File: src/rtl/puf_ro_ctrl.sv
// Ring-oscillator PUF measurement sequencer: picks LFSR-driven oscillator pairs,
// times the enable window, compares edge counts and accumulates the response word.
module puf_ro_ctrl #(
    parameter int unsigned SEL_WIDTH  = 4,
    parameter int unsigned CNT_WIDTH  = 16,
    parameter int unsigned RESP_BITS  = 32,
    parameter int unsigned SETTLE_CYC = 4
) (
    input  logic                 up_clk,
    input  logic                 up_rstn,
    input  logic                 start,
    input  logic                 abort,
    input  logic [31:0]          seed,
    input  logic [15:0]          window,
    input  logic [CNT_WIDTH-1:0] cnt_a,
    input  logic [CNT_WIDTH-1:0] cnt_b,
    output logic [SEL_WIDTH-1:0] ro_sel_a,
    output logic [SEL_WIDTH-1:0] ro_sel_b,
    output logic                 ro_en,
    output logic                 cnt_clr,
    output logic                 busy,
    output logic                 done,
    output logic [31:0]          response,
    output logic [5:0]           tie_count
);

    localparam logic [31:0] LFSR_TAPS = 32'h8020_0003;

    typedef enum logic [2:0] {
        S_IDLE,
        S_SELECT,
        S_RUN,
        S_SETTLE,
        S_SAMPLE,
        S_DONE
    } state_t;

    state_t               r_state,   w_state_nxt;
    logic [31:0]          r_lfsr,    w_lfsr_nxt;
    logic [5:0]           r_bit_idx, w_bit_idx_nxt;
    logic [15:0]          r_win_len, w_win_len_nxt;
    logic [15:0]          r_timer,   w_timer_nxt;
    logic [SEL_WIDTH-1:0] r_sel_a,   w_sel_a_nxt;
    logic [SEL_WIDTH-1:0] r_sel_b,   w_sel_b_nxt;
    logic                 r_ro_en,   w_ro_en_nxt;
    logic                 r_cnt_clr, w_cnt_clr_nxt;
    logic                 r_busy,    w_busy_nxt;
    logic                 r_done,    w_done_nxt;
    logic [31:0]          r_resp,    w_resp_nxt;
    logic [5:0]           r_ties,    w_ties_nxt;

    logic [SEL_WIDTH-1:0] w_pick_a;
    logic [SEL_WIDTH-1:0] w_pick_b;
    logic [31:0]          w_lfsr_step;
    logic                 w_tie;
    logic                 w_bit;

    assign w_pick_a    = r_lfsr[SEL_WIDTH-1:0];
    assign w_pick_b    = r_lfsr[2*SEL_WIDTH-1:SEL_WIDTH];
    assign w_lfsr_step = (r_lfsr >> 1) ^ (r_lfsr[0] ? LFSR_TAPS : '0);
    assign w_tie       = (cnt_a == cnt_b);
    assign w_bit       = (cnt_a > cnt_b);

    always_comb begin
        w_state_nxt   = r_state;
        w_lfsr_nxt    = r_lfsr;
        w_bit_idx_nxt = r_bit_idx;
        w_win_len_nxt = r_win_len;
        w_timer_nxt   = r_timer;
        w_sel_a_nxt   = r_sel_a;
        w_sel_b_nxt   = r_sel_b;
        w_ro_en_nxt   = r_ro_en;
        w_cnt_clr_nxt = 1'b0;
        w_busy_nxt    = r_busy;
        w_done_nxt    = 1'b0;
        w_resp_nxt    = r_resp;
        w_ties_nxt    = r_ties;

        // abort outranks everything; partial response, ties and selects are kept
        if (abort && (r_state != S_IDLE)) begin
            w_state_nxt = S_IDLE;
            w_ro_en_nxt = 1'b0;
            w_busy_nxt  = 1'b0;
        end else begin
            unique case (r_state)
                S_IDLE: begin
                    if (start && !abort) begin
                        w_lfsr_nxt    = (seed == '0) ? 32'h1 : seed;
                        w_bit_idx_nxt = '0;
                        w_resp_nxt    = '0;
                        w_ties_nxt    = '0;
                        w_win_len_nxt = (window == '0) ? 16'd1 : window;
                        w_busy_nxt    = 1'b1;
                        w_cnt_clr_nxt = 1'b1;
                        w_state_nxt   = S_SELECT;
                    end
                end
                S_SELECT: begin
                    w_sel_a_nxt = w_pick_a;
                    w_sel_b_nxt = (w_pick_b == w_pick_a) ? (w_pick_a ^ SEL_WIDTH'(1)) : w_pick_b;
                    w_timer_nxt = r_win_len;
                    w_ro_en_nxt = 1'b1;
                    w_state_nxt = S_RUN;
                end
                S_RUN: begin
                    w_timer_nxt = r_timer - 16'd1;
                    if (r_timer == 16'd1) begin
                        w_ro_en_nxt = 1'b0;
                        w_timer_nxt = 16'(SETTLE_CYC);
                        w_state_nxt = S_SETTLE;
                    end
                end
                S_SETTLE: begin
                    w_timer_nxt = r_timer - 16'd1;
                    if (r_timer == 16'd1) begin
                        w_state_nxt = S_SAMPLE;
                    end
                end
                S_SAMPLE: begin
                    w_resp_nxt    = {r_resp[30:0], w_bit};
                    if (w_tie && (r_ties != 6'd63)) begin
                        w_ties_nxt = r_ties + 6'd1;
                    end
                    w_lfsr_nxt    = w_lfsr_step;
                    w_bit_idx_nxt = r_bit_idx + 6'd1;
                    if (r_bit_idx == 6'(RESP_BITS - 1)) begin
                        w_done_nxt  = 1'b1;
                        w_state_nxt = S_DONE;
                    end else begin
                        w_cnt_clr_nxt = 1'b1;
                        w_state_nxt   = S_SELECT;
                    end
                end
                S_DONE: begin
                    w_busy_nxt  = 1'b0;
                    w_state_nxt = S_IDLE;
                end
                default: begin
                    w_state_nxt = S_IDLE;
                end
            endcase
        end
    end

    always_ff @(posedge up_clk or negedge up_rstn) begin
        if (!up_rstn) begin
            r_state   <= S_IDLE;
            r_lfsr    <= '0;
            r_bit_idx <= '0;
            r_win_len <= '0;
            r_timer   <= '0;
            r_sel_a   <= '0;
            r_sel_b   <= '0;
            r_ro_en   <= 1'b0;
            r_cnt_clr <= 1'b0;
            r_busy    <= 1'b0;
            r_done    <= 1'b0;
            r_resp    <= '0;
            r_ties    <= '0;
        end else begin
            r_state   <= w_state_nxt;
            r_lfsr    <= w_lfsr_nxt;
            r_bit_idx <= w_bit_idx_nxt;
            r_win_len <= w_win_len_nxt;
            r_timer   <= w_timer_nxt;
            r_sel_a   <= w_sel_a_nxt;
            r_sel_b   <= w_sel_b_nxt;
            r_ro_en   <= w_ro_en_nxt;
            r_cnt_clr <= w_cnt_clr_nxt;
            r_busy    <= w_busy_nxt;
            r_done    <= w_done_nxt;
            r_resp    <= w_resp_nxt;
            r_ties    <= w_ties_nxt;
        end
    end

    assign ro_sel_a  = r_sel_a;
    assign ro_sel_b  = r_sel_b;
    assign ro_en     = r_ro_en;
    assign cnt_clr   = r_cnt_clr;
    assign busy      = r_busy;
    assign done      = r_done;
    assign response  = r_resp;
    assign tie_count = r_ties;

endmodule

File: config.mk
export PLATFORM = sky130hd
export DESIGN_NAME = puf_ro_ctrl
export DESIGN_NICKNAME = d
export VERILOG_FILES = /design/src/rtl/puf_ro_ctrl.sv
export SDC_FILE = /design/constraint.sdc
export NUM_CORES = 1
export LEC_CHECK = 0
export CORE_MARGIN = 2
export CORE_UTILIZATION = 51
export DETAILED_ROUTE_END_ITERATION = 8
export PLACE_DENSITY = 0.8
export SLEW_MARGIN = 15
export SYNTH_ARGS = -nofsm -noshare
export SYNTH_HDL_FRONTEND = slang
export SYNTH_SLANG_ARGS = --single-unit
File: constraint.sdc
create_clock -name up_clk -period 2.3 [get_ports up_clk]
set_input_delay 0.23 -clock up_clk [delete_from_list [all_inputs] [get_ports up_clk]]
set_output_delay 0.23 -clock up_clk [all_outputs]
set_load 0.02 [all_outputs]
==> metrics.md <==
| Metric | Value |
|---|---|
| Number of flops mapped to enable cells by yosys | 0 |
| Clock tree buffer depth | 2 |
| Antenna cells | 0 |
| H-tree depth | 4 |
| Die Y | 113 µm |
| Hpwl dp | 11,200 µm |
| Min cycle time layout | 2.10 ns |
| Max-cap violations | 0 |
| Gr usage total | 0.254 |
| Num Clock Sinks | 123 |
| Number of global-route vias before repair | 5,479 |
| Seq pwr share | 0.412 |
| Initial antenna violation count | 0 |
| Max incr delay on CP | 0.40 ns |
| CP bufs+invs | 2 |
| Setup TNS | 0 ns |
| Delay-heaviest family, CP | compound AO/OA/AOI/OAI gates |
| Post-DP Area | 0.00769 mm² |
| Pin count of the biggest net entering global routing | 94 |
| Critical Path Slowest Stage Cell | dfrtp_1 |
| Worst slew pin tran | 0.573 ns |
| I/O pin total | 134 |
| Site row count | 39 |
| Combinational cell fraction of total power | 0.199 |
| Worst path arrival time | 2.39 ns |
| CTS tree | yes |
| First-pass GRT wire length | 26,100 µm |
| DIE WIDTH | 113 µm |
| Commonest cells after routing, fill and taps aside | nand2_1 (145), clkdlybuf4s50_1 (132), dfrtp_1 (123) |
| Fin crit share | 0.912 |
| Commonest non-fill, non-tap cell in the layout | nand2_1 |
| Hold slack | 0.354 ns |
| Placed insts | 928 |
| WP depth | 8 |
| Clock power share | 0.389 |
| Distinct cells, synth | 52 |
| Routed wire length | 15,900 µm |
| Final std cells w/o fill | 961 |
| FFs w/ async S/R, synth | 1.00 |
| CP cell instances | inv_1 > ha_1 > nor4b_2 > nand4_2 > o31ai_4 > buf_4 > o21ai_1 > a221o_1 |
| Vias per cell | 5.76 |
| Area of the multi-input gates | 0.00277 mm² |
| Worst Path Required | 2.59 ns |
| PwrDens | 847 mW/mm² |
| Post-CTS Setup Bufs | 0 |
| Fmax | 477 MHz |
| Crit path max fanout | 15 |
| Final #Nets | 909 |
| Worst Setup Start Kind | flop |
| R2R depth | 8 |
| Via Count | 5,531 |
| Number of remaining DRC errors | 0 |
| Sequential share of the synthesized area | 0.504 |
| Number of synthesized register bits | 123 |
| Worst VDD drop | 0.000581 V |
| Starting density of the core | 0.528 |
| Mean post-synth cell area | 9.18 µm² |
| Syn. warnings | 0 |
| Setup CP Type | reg -> reg |
| Final setup fails | 0 |
| DR WL/cell | 16.6 µm |
| Clk pin slew, worst setup/hold paths | 0.06 ns |
| P_int | 5000 µW |
| # fillers | 838 |
| Setup crit end kind | flop |
| CORE AREA | 0.0116 mm² |
| RSZ-0062 raised after global routing | false |
| CTS Buf Count | 17 |
| Post-DRT Antenna Nets | 0 |
| Post-Syn Nets | 769 |
| CTS root buffer | clkbuf_16 |
| Critical path startpoint | r_timer[1] |
| Psw | 2040 µW |
| First drt pass iteration count | 5 |
| Remaining Overflow, GRT | 0 |
| FF-to-FF End | r_timer[8] |
| Clock Latency Late Sink | 0.41 ns |
| Final max-slew violation count | 0 |
| Total power | 7040 µW |
| Worst hold path class | in -> async |
| Worst clock skew | 0.00587 ns |
| PortBufs | 133 |
| Syn Std Cell Area | 0.00610 mm² |
| Lkg Pwr | 0.00367 µW |
| Initial DRC count | 305 |
| Status | completed |
| Routability cong. | 0.897 |
| Share of post-route cells with drive strength above 1 | 0.109 |
| Reg2reg setup slack | 0.20 ns |
| Cells after Synth | 665 |
| R2R Path Start | r_timer[1] |
| Crit path to | r_timer[8] |
| Syn-to-layout area delta | 36.2% |
| Die area | 0.0129 mm² |
| Final Hold Vio Count | 0 |
| Sw frac | 0.290 |
| Most used DFF post-synth | dfrtp_1 |
| Headroom to the max-slew limit | 0.618 |
| Design area | 0.00832 mm² |
| Register area | 0.00308 mm² |
-- through the flow --
step / utilization / worst slack (ns)
2_1_floorplan: - / 0.310
3_3_place_gp: 0.665 / -0.0562
3_5_place_dp: 0.665 / -0.176
4_1_cts: 0.718 / 0.0587
5_1_grt: 0.719 / 0.0355
6_report: 0.719 / 0.202
-- layout make-up --
class / count / area share
flip-flops and latches: 123 / 0.370
multi-input cells: 477 / 0.333
repair buffers: 161 / 0.190
clock buffers: 19 / 0.0533
well taps: 143 / 0.0215
clock inverters: 13 / 0.0205
inverters: 25 / 0.0113
-- layer usage --
layer  vias to the layer above  routed length, µm  GRT usage
met5                         -                  0          0
met4                         0                408     0.0984
met3                        37                844     0.0622
met2                       194               8290      0.437
met1                      2673               6370      0.311
li1                       2627                  -          -
-- power by group through the flow --
stage               registers, µW  clock network [µW]  logic (µW)
CTS                          2890                2770        1410
detailed placement           2910                   0        1390
global route                 2950                2870        1530
global placement             2880                   0        1320
floorplan                    2900                   0         757
finish                       2900                2740        1400
-- flip-flops by register name (all words and copies together), names as in the netlist, 3 cells and up --
signal and count:
tie_count 6, r_timer 16, r_lfsr 32, r_bit_idx 6, response 32, r_state 3, ro_sel_a 4, r_win_len 16
ro_sel_b 4
-- worst min-delay path by stage --
stage	from	cells after the start	slack, ns	to
2_1_floorplan	up_rstn	0	-0.07	busy
3_3_place_gp	up_rstn	1	0.25	r_win_len[12]
3_5_place_dp	up_rstn	1	0.26	r_win_len[12]
4_1_cts	up_rstn	2	0.37	r_win_len[8]
5_1_grt	up_rstn	2	0.41	r_win_len[12]
6_report	up_rstn	2	0.35	r_win_len[12]
-- repair_timing --
| item | CTS | global route |
|---|---|---|
| resized for setup | 0 | 1 |
| hold buffers | 1 | 0 |
| endpoints found under the hold margin | 42 | 0 |
| endpoints found under the setup margin | 0 | 10 |
-- cells in the mapped netlist (5+ instances only) --
master / number / area, µm²
a221o_1: 7 / 70.1
o21ai_0: 31 / 155
or3_1: 5 / 31.3
ha_1: 20 / 250
nor2_1: 50 / 188
nand2_1: 145 / 544
xnor2_1: 6 / 52.6
o31ai_1: 5 / 37.5
a31oi_1: 32 / 200
mux2_2: 22 / 248
a21oi_1: 23 / 115
nor4_1: 17 / 106
inv_1: 24 / 90.1
clkbuf_1: 29 / 109
nor3_1: 15 / 75.1
nand3_1: 37 / 185
nand4_1: 8 / 50.1
dfrtp_1: 123 / 3080
buf_2: 5 / 25.0
-- cells by family (layout without fill, tap and decap cells) --
family	count (synthesis)	after routing	share of synthesized area
XOR/XNOR	6	6	0.00861
AO/OA/AOI/OAI	128	128	0.136
flip-flops	123	123	0.504
adder cells (fa/ha/maj)	20	20	0.0410
buffers and inverters	65	218	0.0447
multiplexers	25	25	0.0455
AND/OR/NAND/NOR	298	298	0.220
Power figures use the tool's default switching activity.
